===== src/rtl/hamming74_enc_stream.sv =====
// hamming74_enc_stream: byte-to-Hamming(7,4)+parity codeword streamer.
// Splits each accepted byte into two nibbles and emits one registered
// SECDED codeword per nibble over a valid/ready handshake.
//
// Ports:
//   i_clk, i_rst        clock, synchronous active-high reset
//   i_byte, i_valid     upstream byte and its valid
//   o_ready             byte accepted this cycle when i_valid & o_ready
//   o_code, o_parity    codeword {d3,d2,d1,p4,d0,p2,p1} and even parity
//   o_valid, i_ready    downstream handshake
//   o_word_cnt          codewords transferred, wraps silently
//
// Optional build macro HAMMING_ERR_INJECT_EN adds i_inj_en / i_inj_mask:
// a pulse arms a one-shot XOR mask applied to the next loaded codeword.
module hamming74_enc_stream #(
  parameter int unsigned LSB_FIRST = 1,
  parameter int unsigned CNT_W     = 16
) (
  input  logic             i_clk,
  input  logic             i_rst,
  input  logic [7:0]       i_byte,
  input  logic             i_valid,
  output logic             o_ready,
  output logic [6:0]       o_code,
  output logic             o_parity,
  output logic             o_valid,
  input  logic             i_ready,
`ifdef HAMMING_ERR_INJECT_EN
  input  logic             i_inj_en,
  input  logic [7:0]       i_inj_mask,
`endif
  output logic [CNT_W-1:0] o_word_cnt
);

  typedef enum logic [1:0] {
    IDLE   = 2'd0,
    SEND_A = 2'd1,
    SEND_B = 2'd2
  } state_e;

  state_e           state_q;
  logic [3:0]       nib2_q;
  logic [6:0]       code_q;
  logic             par_q;
  logic             valid_q;
  logic [CNT_W-1:0] cnt_q;

  logic             xfer;
  logic             load;
  logic [3:0]       nib1;
  logic [3:0]       nib2;
  logic [7:0]       inj_d;
  logic [7:0]       cw1_d;
  logic [7:0]       cw2_d;

  // Codeword bit order {d3,d2,d1,p4,d0,p2,p1}.
  function automatic logic [6:0] enc(input logic [3:0] d);
    logic p1;
    logic p2;
    logic p4;
    p1 = d[0] ^ d[1] ^ d[3];
    p2 = d[0] ^ d[2] ^ d[3];
    p4 = d[1] ^ d[2] ^ d[3];
    return {d[3], d[2], d[1], p4, d[0], p2, p1};
  endfunction

  // Even parity over all 8 bits, so the parity bit is the XOR of the code.
  function automatic logic [7:0] enc_par(input logic [3:0] d);
    logic [6:0] c;
    c = enc(d);
    return {^c, c};
  endfunction

  assign o_code     = code_q;
  assign o_parity   = par_q;
  assign o_valid    = valid_q;
  assign o_word_cnt = cnt_q;

  assign xfer = valid_q & i_ready;

  always_comb begin
    o_ready = 1'b0;
    unique case (state_q)
      IDLE:    o_ready = 1'b1;
      SEND_A:  o_ready = 1'b0;
      SEND_B:  o_ready = i_ready;
      default: o_ready = 1'b0;
    endcase
  end

  assign nib1 = (LSB_FIRST != 0) ? i_byte[3:0] : i_byte[7:4];
  assign nib2 = (LSB_FIRST != 0) ? i_byte[7:4] : i_byte[3:0];

  // Any cycle the output registers take a fresh codeword.
  assign load = (i_valid & o_ready) | ((state_q == SEND_A) & i_ready);

`ifdef HAMMING_ERR_INJECT_EN
  logic       inj_pend_q;
  logic [7:0] inj_mask_q;

  assign inj_d = inj_pend_q ? inj_mask_q : 8'h00;

  // A pulse coinciding with a load arms the following load; the current
  // load consumes whatever was already pending.
  always_ff @(posedge i_clk) begin
    if (i_rst) begin
      inj_pend_q <= 1'b0;
      inj_mask_q <= 8'h00;
    end else if (i_inj_en) begin
      inj_pend_q <= 1'b1;
      inj_mask_q <= i_inj_mask;
    end else if (load) begin
      inj_pend_q <= 1'b0;
    end
  end
`else
  assign inj_d = 8'h00;
`endif

  assign cw1_d = enc_par(nib1) ^ inj_d;
  assign cw2_d = enc_par(nib2_q) ^ inj_d;

  always_ff @(posedge i_clk) begin
    if (i_rst) begin
      state_q <= IDLE;
      nib2_q  <= 4'h0;
      code_q  <= 7'h00;
      par_q   <= 1'b0;
      valid_q <= 1'b0;
      cnt_q   <= '0;
    end else begin
      if (xfer) begin
        cnt_q <= cnt_q + {{(CNT_W-1){1'b0}}, 1'b1};
      end
      unique case (state_q)
        IDLE: begin
          if (i_valid) begin
            nib2_q           <= nib2;
            {par_q, code_q}  <= cw1_d;
            valid_q          <= 1'b1;
            state_q          <= SEND_A;
          end
        end
        SEND_A: begin
          if (i_ready) begin
            {par_q, code_q} <= cw2_d;
            state_q         <= SEND_B;
          end
        end
        SEND_B: begin
          if (i_ready) begin
            if (i_valid) begin
              // Back-to-back byte: no bubble between codewords.
              nib2_q          <= nib2;
              {par_q, code_q} <= cw1_d;
              state_q         <= SEND_A;
            end else begin
              valid_q <= 1'b0;
              state_q <= IDLE;
            end
          end
        end
        default: begin
          valid_q <= 1'b0;
          state_q <= IDLE;
        end
      endcase
    end
  end

endmodule


===== config.mk =====
export PLATFORM = sky130hd
export DESIGN_NAME = hamming74_enc_stream
export DESIGN_NICKNAME = d
export VERILOG_FILES = /design/src/rtl/hamming74_enc_stream.sv
export SDC_FILE = /design/constraint.sdc
export NUM_CORES = 1
export LEC_CHECK = 0
export CORE_MARGIN = 1
export CORE_UTILIZATION = 45
export DETAILED_ROUTE_END_ITERATION = 10
export DONT_BUFFER_PORTS = 1
export PLACE_DENSITY = 0.61
export SETUP_SLACK_MARGIN = 0.5
export SLEW_MARGIN = 20
export SYNTH_ARGS = -nofsm -noshare
export SYNTH_HDL_FRONTEND = slang
export SYNTH_SLANG_ARGS = --single-unit

===== constraint.sdc =====
create_clock -name i_clk -period 2.1 [get_ports i_clk]
set_clock_uncertainty 0.15 [all_clocks]
set_input_delay 0.21 -clock i_clk [delete_from_list [all_inputs] [get_ports i_clk]]
set_output_delay 0.21 -clock i_clk [all_outputs]
set_load 0.005 [all_outputs]

==> summary.md, run 1 <==
| Metric | Value |
|---|---|
| Outcome | `finished with violations` |
| Failing checks | `negative hold slack` |
| PwrDens | `686.7 mW/mm^2` |
| Nets | `195` |
| Hold Path Sink | `o_word_cnt[11]` |
| Setup crit start kind | `flop` |
| Synth unique cells | `31` |
| WP data arrival | `1.66 ns` |
| Critical Path, Cell by Cell | `nor2b_1 -> dlygate4sd3_1 -> mux2_4` |
| Total power | `1285 uW` |
| R2R depth | `3` |
| Max_cap viols | `0` |
| Final TNS setup | `0 ns` |
| Fin crit share | `0.7512` |
| Initial DRC count | `25` |
| Finish-stage setup viols | `0` |
| First-pass GRT wire length | `5.064 mm` |
| Post-synthesis instance area | `0.001520 mm^2` |
| Overall Global Routing Usage | `0.1914` |
| Hold WC Path Type | `in -> reg` |
| Leak | `0.0006930 uW` |
| Post-synth ARST share | `0` |
| Maximum clock path buffer count | `2` |
| GP Congestion | `0.7773` |
| # diodes | `0` |
| Initial antenna violation count | `0` |
| Initial Util | `0.4860` |
| Worst-Margin Slew | `0.3540 ns` |
| Fill cells | `293` |
| Clock-pin slew on the worst setup and hold paths | `0.10 ns` |
| Vias per cell | `5.344` |
| Max Slew Vio Count | `0` |
| CP max FO | `4` |
| DR vias | `1213` |
| Die ar. | `0.003614 mm^2` |
| FP Rows | `20` |
| Die width | `60.12 um` |
| Sequential share of the synthesized area | `0.4082` |
| Synth Flop Type | `dfxtp_1` |
| Hold depth | `1` |
| Yosys warnings | `0` |
| Drt drc | `0` |
| Worst setup EP type | `flop` |
| Critical Path RT | `2.19 ns` |
| Synthesized area per cell | `8.995 um^2` |
| Core area | `0.003128 mm^2` |
| Dpl hpwl | `2.112 mm` |
| RR Endpoint | `o_word_cnt[14]` |
| Synth Register Bits | `31` |
| Worst path max stage delay | `0.56 ns` |
| Vias in the first global route | `1188` |
| Post-synth EDFFs | `0` |
| GRT Residual Overflow | `0` |
| Hold Crit Start | `i_rst` |
| Worst R2R Start | `o_word_cnt[14]` |
| Routed WL | `3.173 mm` |
| Relative slew slack | `0.7636` |
| Pin count of the biggest net entering global routing | `35` |
| Synthesized Nets | `182` |
| IO Count | `38` |
| CTS tree | `done` |
| Pre-CTS setup slack | `0.3270 ns` |
| Area grow syn2layout | `23.13%` |
| Hold Slack | `-0.2234 ns` |
| Share of cells above drive strength 1 | `0.2514` |
| Antenna viol nets, final | `0` |
| R2r setup slk | `0.52 ns` |
| CP Class | `reg -> reg` |
| Unrepaired setup endpoints after global routing | `yes` |
| Setup ws final | `0.5226 ns` |
| Fin. Hold Viols | `25` |
| Post-layout util | `0.5984` |
| Htree depth | `2` |
| Die Span Y | `60.12 um` |
| TritonCTS buffer count | `5` |
| Port Buffers | `0` |
| Synth Instances | `169` |
| CTS root buf | `clkbuf_4` |
| Crit-path slowest cell | `dlygate4sd3_1` |
| Achievable frequency | `0.6339 GHz` |
| WL/cell | `13.98 um` |
| Worst-skew pair later-pin latency | `0.34 ns` |
| CTS sink count | `31` |
| Peak VDD IR | `0.0003860 V` |
| 1st-pass router iterations | `4` |
| Min Tclk post-route | `1.577 ns` |
worst max-delay path by stage:
stage | startpoint | to | slack, ns | cells after the start
after global placement | o_word_cnt[0] | o_word_cnt[12] | 0.35 | 5
after detailed placement | o_word_cnt[0] | o_word_cnt[12] | 0.33 | 5
final | o_word_cnt[14] | o_word_cnt[14] | 0.52 | 3
after global routing | o_word_cnt[11] | o_word_cnt[13] | 0.45 | 5
after CTS | o_word_cnt[0] | o_word_cnt[12] | 0.47 | 6
after floorplan | o_word_cnt[9] | o_word_cnt[11] | 0.50 | 4
layer usage:
metal  share of wire  up-vias  wire length [um]  global-route usage
met4           0.020        0                65              0.1063
met2            0.52       32              1636              0.3312
met5               0        -                 0                   0
met1            0.40      568              1257              0.2032
li1                -      604                 -                   -
met3           0.068        9               215             0.06061
registers in the layout (all words and copies together) (netlist names):
name        count
nib2_q          4
o_code          7
o_parity        1
o_valid         1
o_word_cnt     16
state_q         2
stage by stage:
stage               cell area [um^2]  cells  hold WS, ns
detailed placement              1545    207       0.1304
global placement                1545    207       0.1263
global route                    1872    227      -0.2511
CTS                             1774    225      -0.2415
floorplan                       1530    169       0.2073
finish                          1872    227      -0.2234
area by class of cell:
type,count,area (um^2),share of cell area
Multi-Input combinational cell,128,934.6,0.4993
Tap cell,44,55.05,0.02941
Clock inverter,2,35.03,0.01872
Timing Repair Buffer,13,120.1,0.06417
Sequential cell,31,664.4,0.3549
Clock buffer,6,51.30,0.02741
Inverter,3,11.26,0.006016
report_power, final:
part / internal [uW] / switching, uW / leakage [uW] / total (uW)
sequential: 611 / 34.3 / 0.000264 / 645
combinational: 82.0 / 66.5 / 0.000381 / 148
clock: 281 / 210 / 0.0000482 / 491
total: 974 / 311 / 0.000693 / 1290
synth_stat cells (2+ instances only):
| library cell | n | share of area |
|---|---|---|
| nand2b_1 | 2 | 0.0082 |
| clkbuf_1 | 2 | 0.0049 |
| nor2b_1 | 7 | 0.029 |
| a21oi_1 | 5 | 0.016 |
| a211oi_1 | 8 | 0.040 |
| mux2_2 | 3 | 0.022 |
| nand2_1 | 7 | 0.017 |
| buf_2 | 2 | 0.0066 |
| nor3_1 | 4 | 0.013 |
| buf_6 | 2 | 0.015 |
| nor2_1 | 34 | 0.084 |
| nand3_1 | 6 | 0.020 |
| nor4_1 | 4 | 0.016 |
| nand4_1 | 2 | 0.0082 |
| inv_1 | 3 | 0.0074 |
| xnor2_1 | 20 | 0.12 |
| xor2_1 | 2 | 0.012 |
| dfxtp_1 | 31 | 0.41 |
| mux2i_1 | 13 | 0.086 |
layout by cell type (no fill, tap or decap), drive strengths merged, types with 2 or more instances in the layout:
cell,count
a211oi,8
nand2,7
nor2b,7
mux2i,13
inv,3
nand4,3
dfxtp,31
clkbuf,6
nand3,7
a21oi,5
nand2b,2
dlygate4sd3,9
xnor2,20
nor2,34
buf,4
nor3,4
nor4,4
xor2,2
mux2,3
logic make-up after synthesis:
kind of cell    count (synthesis)  share of synthesized area
fa+ha+maj                       1                   0.008229
simple gates                   72                     0.2305
flops                          31                     0.4082
compound gates                 17                    0.07983
buf+inv                        10                    0.03869
mux                            16                     0.1078
xor+xnor                       22                     0.1268
what timing repair did:
item / in CTS / in global routing
hold endpoints to repair: 31 / 26
setup endpoints to repair: 17 / 24
buffers inserted: 2 / 1
resized for setup: 14 / 26
gates cloned: 0 / 0
pin swaps: 4 / 4
hold buffers: 8 / 1
worst max-delay path, delay by kind of cell, from the launching register on:
family | cells | cell delay [ns]
and+or+nand+nor | 1 | 0.14
buffers and inverters | 1 | 0.56
muxes | 1 | 0.27
DFF | 1 | 0.36
(Power assumes the default switching activity.)
==> run 2: changes to the inputs <==
Settings changed: PLACE_DENSITY 0.61 to 0.63.
Clock period 2.1 ns to 1.43 ns, I/O delays scaled along.
==> run 2 against run 1 <==
The run ends with negative hold slack, negative setup slack left. Combinational power rose to 2.8 times the previous value. Cell area grew 43%. Count of clock-buffer cells in the layout increased by 1. Sequential share of layout area fell by 9.6 points. Die area unchanged. Final cell count is 20% higher. Critical endpoint unchanged. Highest routed layer unchanged.
==> summary.md, run 2 (same netlist as run 1, synthesis figures left out) <==
| Metric | Value |
|---|---|
| Outcome | `finished with violations` |
| Failing checks | `negative hold slack, negative setup slack` |
| Hold Slack | `-0.3058 ns (-0.08243 ns)` |
| Max Slew Vio Count | `0 (unchanged)` |
| PwrDens | `767.5 mW/mm^2 (+12%)` |
| Leak | `0.001142 uW (+65%)` |
| Fin. Hold Viols | `31 (+24%)` |
| Dpl hpwl | `2.607 mm (+23%)` |
| Core area | `0.003128 mm^2 (unchanged)` |
| First-pass GRT wire length | `6.451 mm (+27%)` |
| Max reg flops | `16 (unchanged)` |
| GP Congestion | `0.7341 (-5.6%)` |
| Peak VDD IR | `0.0005449 V (+41%)` |
| Total power | `2052 uW (+60%)` |
| Relative slew slack | `0.7862 (+0.02260)` |
| TritonCTS buffer count | `5 (unchanged)` |
| Initial Util | `0.4860 (unchanged)` |
| Routed WL | `4.683 mm (+48%)` |
| CTS sink count | `31 (unchanged)` |
| Overall Global Routing Usage | `0.2476 (+0.05628)` |
| Finish-stage setup viols | `11 (+11)` |
| Pre-CTS setup slack | `-0.1210 ns (-0.4481 ns)` |
| WL/cell | `17.22 um (+23%)` |
| Port Buffers | `0 (unchanged)` |
| Worst-skew pair later-pin latency | `0.34 ns (about the same)` |
| Most common cell after layout, fill and taps aside | `buf_6` |
| # diodes | `0 (unchanged)` |
| Critical Path RT | `1.53 ns (-0.66 ns)` |
| Clock-pin slew on the worst setup and hold paths | `0.11 ns (about the same)` |
| IO Count | `38 (unchanged)` |
| Hold WC Path Type | `in -> reg` |
| Die width | `60.12 um (unchanged)` |
| Maximum clock path buffer count | `2 (unchanged)` |
| CTS tree | `done` |
| Vias in the first global route | `1412 (+19%)` |
| Worst setup EP type | `flop` |
| Unrepaired setup endpoints after global routing | `yes` |
| Antenna viol nets, final | `0 (unchanged)` |
| 1st-pass router iterations | `4 (unchanged)` |
| Achievable frequency | `0.5904 GHz (-6.9%)` |
| WP data arrival | `1.79 ns (+0.13 ns)` |
| FP Rows | `20 (unchanged)` |
| Placed Instances | `240 (+16%)` |
| CTS root buf | `clkbuf_4` |
| Initial DRC count | `39 (+56%)` |
| CP max FO | `3 (-1)` |
| Drt drc | `0 (unchanged)` |
| Initial antenna violation count | `0 (unchanged)` |
| Min Tclk post-route | `1.694 ns (+0.1162 ns)` |
| Post-Layout Cell Count | `272 (+20%)` |
| Post-layout util | `0.8548 (+0.2564)` |
| DR vias | `1444 (+19%)` |
| Vias per cell | `5.309 (-0.65%)` |
| Commonest non-fill, non-tap cells in the layout | `buf_6 (36), nor2_1 (23), buf_4 (19), xnor2_1 (18), dfxtp_4 (15)` |
| Worst-Margin Slew | `0.3184 ns (-0.03564 ns)` |
| Setup crit start kind | `flop` |
| Share of cells above drive strength 1 | `0.6316 (+0.3802)` |
| Nets | `240 (+23%)` |
| Die ar. | `0.003614 mm^2 (unchanged)` |
| GRT Residual Overflow | `0 (unchanged)` |
| CP Class | `reg -> reg` |
| Fin crit share | `1.184 (+0.4332)` |
| Area grow syn2layout | `75.88%` |
| Max_cap viols | `0 (unchanged)` |
| Pin count of the biggest net entering global routing | `35 (unchanged)` |
| Setup ws final | `-0.2636 ns (-0.7862 ns)` |
| Die Span Y | `60.12 um (unchanged)` |
| Htree depth | `2 (unchanged)` |
run 2: cell types whose count changed in the layout (fill, tap and decap cells not counted), sizes merged:
cell and delta:
bufinv -1, buf +53, clkbuf +2, dlygate4sd3 -9
run 2: timing repair:
action / 4_1_cts / 5_1_grt
buffers inserted: 14 / 9
setup endpoints to repair: 56 / 57
pin swaps: 27 / 19
resized for setup: 79 / 25
gates cloned: 0 / 1
endpoints found under the hold margin: 31 / 31
run 2: worst max-delay path, stage by stage, from the launching register on:
cell     delay, ns
dfxtp_2       0.37
nand4_1       0.23
nor4_4        0.34
nor2b_4       0.21
mux2_4        0.30
run 2: area by class of cell:
class,count,area (um^2)
clock buffer,7,76.32
clock inverter,1,5.005
fill,152,454.2
inverter,3,11.26
multi-input combinational,128,1221
sequential,31,691.9
tap,44,55.05
timing repair buffer,58,613.1
run 2: power breakdown:
part	internal [uW]	total (uW)	leakage, uW	switching [uW]
clock	343	668	0.0000464	326
sequential	902	965	0.000269	63.0
combinational	240	418	0.000827	178
total	1490	2050	0.00114	567
run 2: worst paths after layout:
kind	start	to	slack [ns]	cells after the start
hold / removal	i_rst	o_word_cnt[3]	-0.31	1
hold reg to reg	o_parity	o_parity	0.36	2
setup reg to reg	o_word_cnt[5]	o_word_cnt[14]	-0.26	4
setup / recovery	o_word_cnt[5]	o_word_cnt[14]	-0.26	4
run 2: per-stage QoR:
step / instance area [um^2] / setup TNS [ns]
2_1_floorplan: 1735 / -0.1823
3_5_place_dp: 2007 / -0.2473
3_3_place_gp: 2007 / -0.1457
5_1_grt: 2674 / -1.379
6_report: 2674 / -1.071
4_1_cts: 2475 / -0.2967
run 2: layer usage:
metal | part of all wire | vias up | track usage
li1 | - | 694 | -
met1 | 0.39 | 702 | 0.2665
met2 | 0.55 | 37 | 0.4301
met3 | 0.041 | 11 | 0.09740
met4 | 0.020 | 0 | 0.09635
met5 | 0 | - | 0
==> run 3: changes to the inputs <==
Settings changed: CTS_CLUSTER_DIAMETER set to 100.
==> results of run 3 <==
Same layout as run 2: the final DEF is identical, and so are final timing and power.
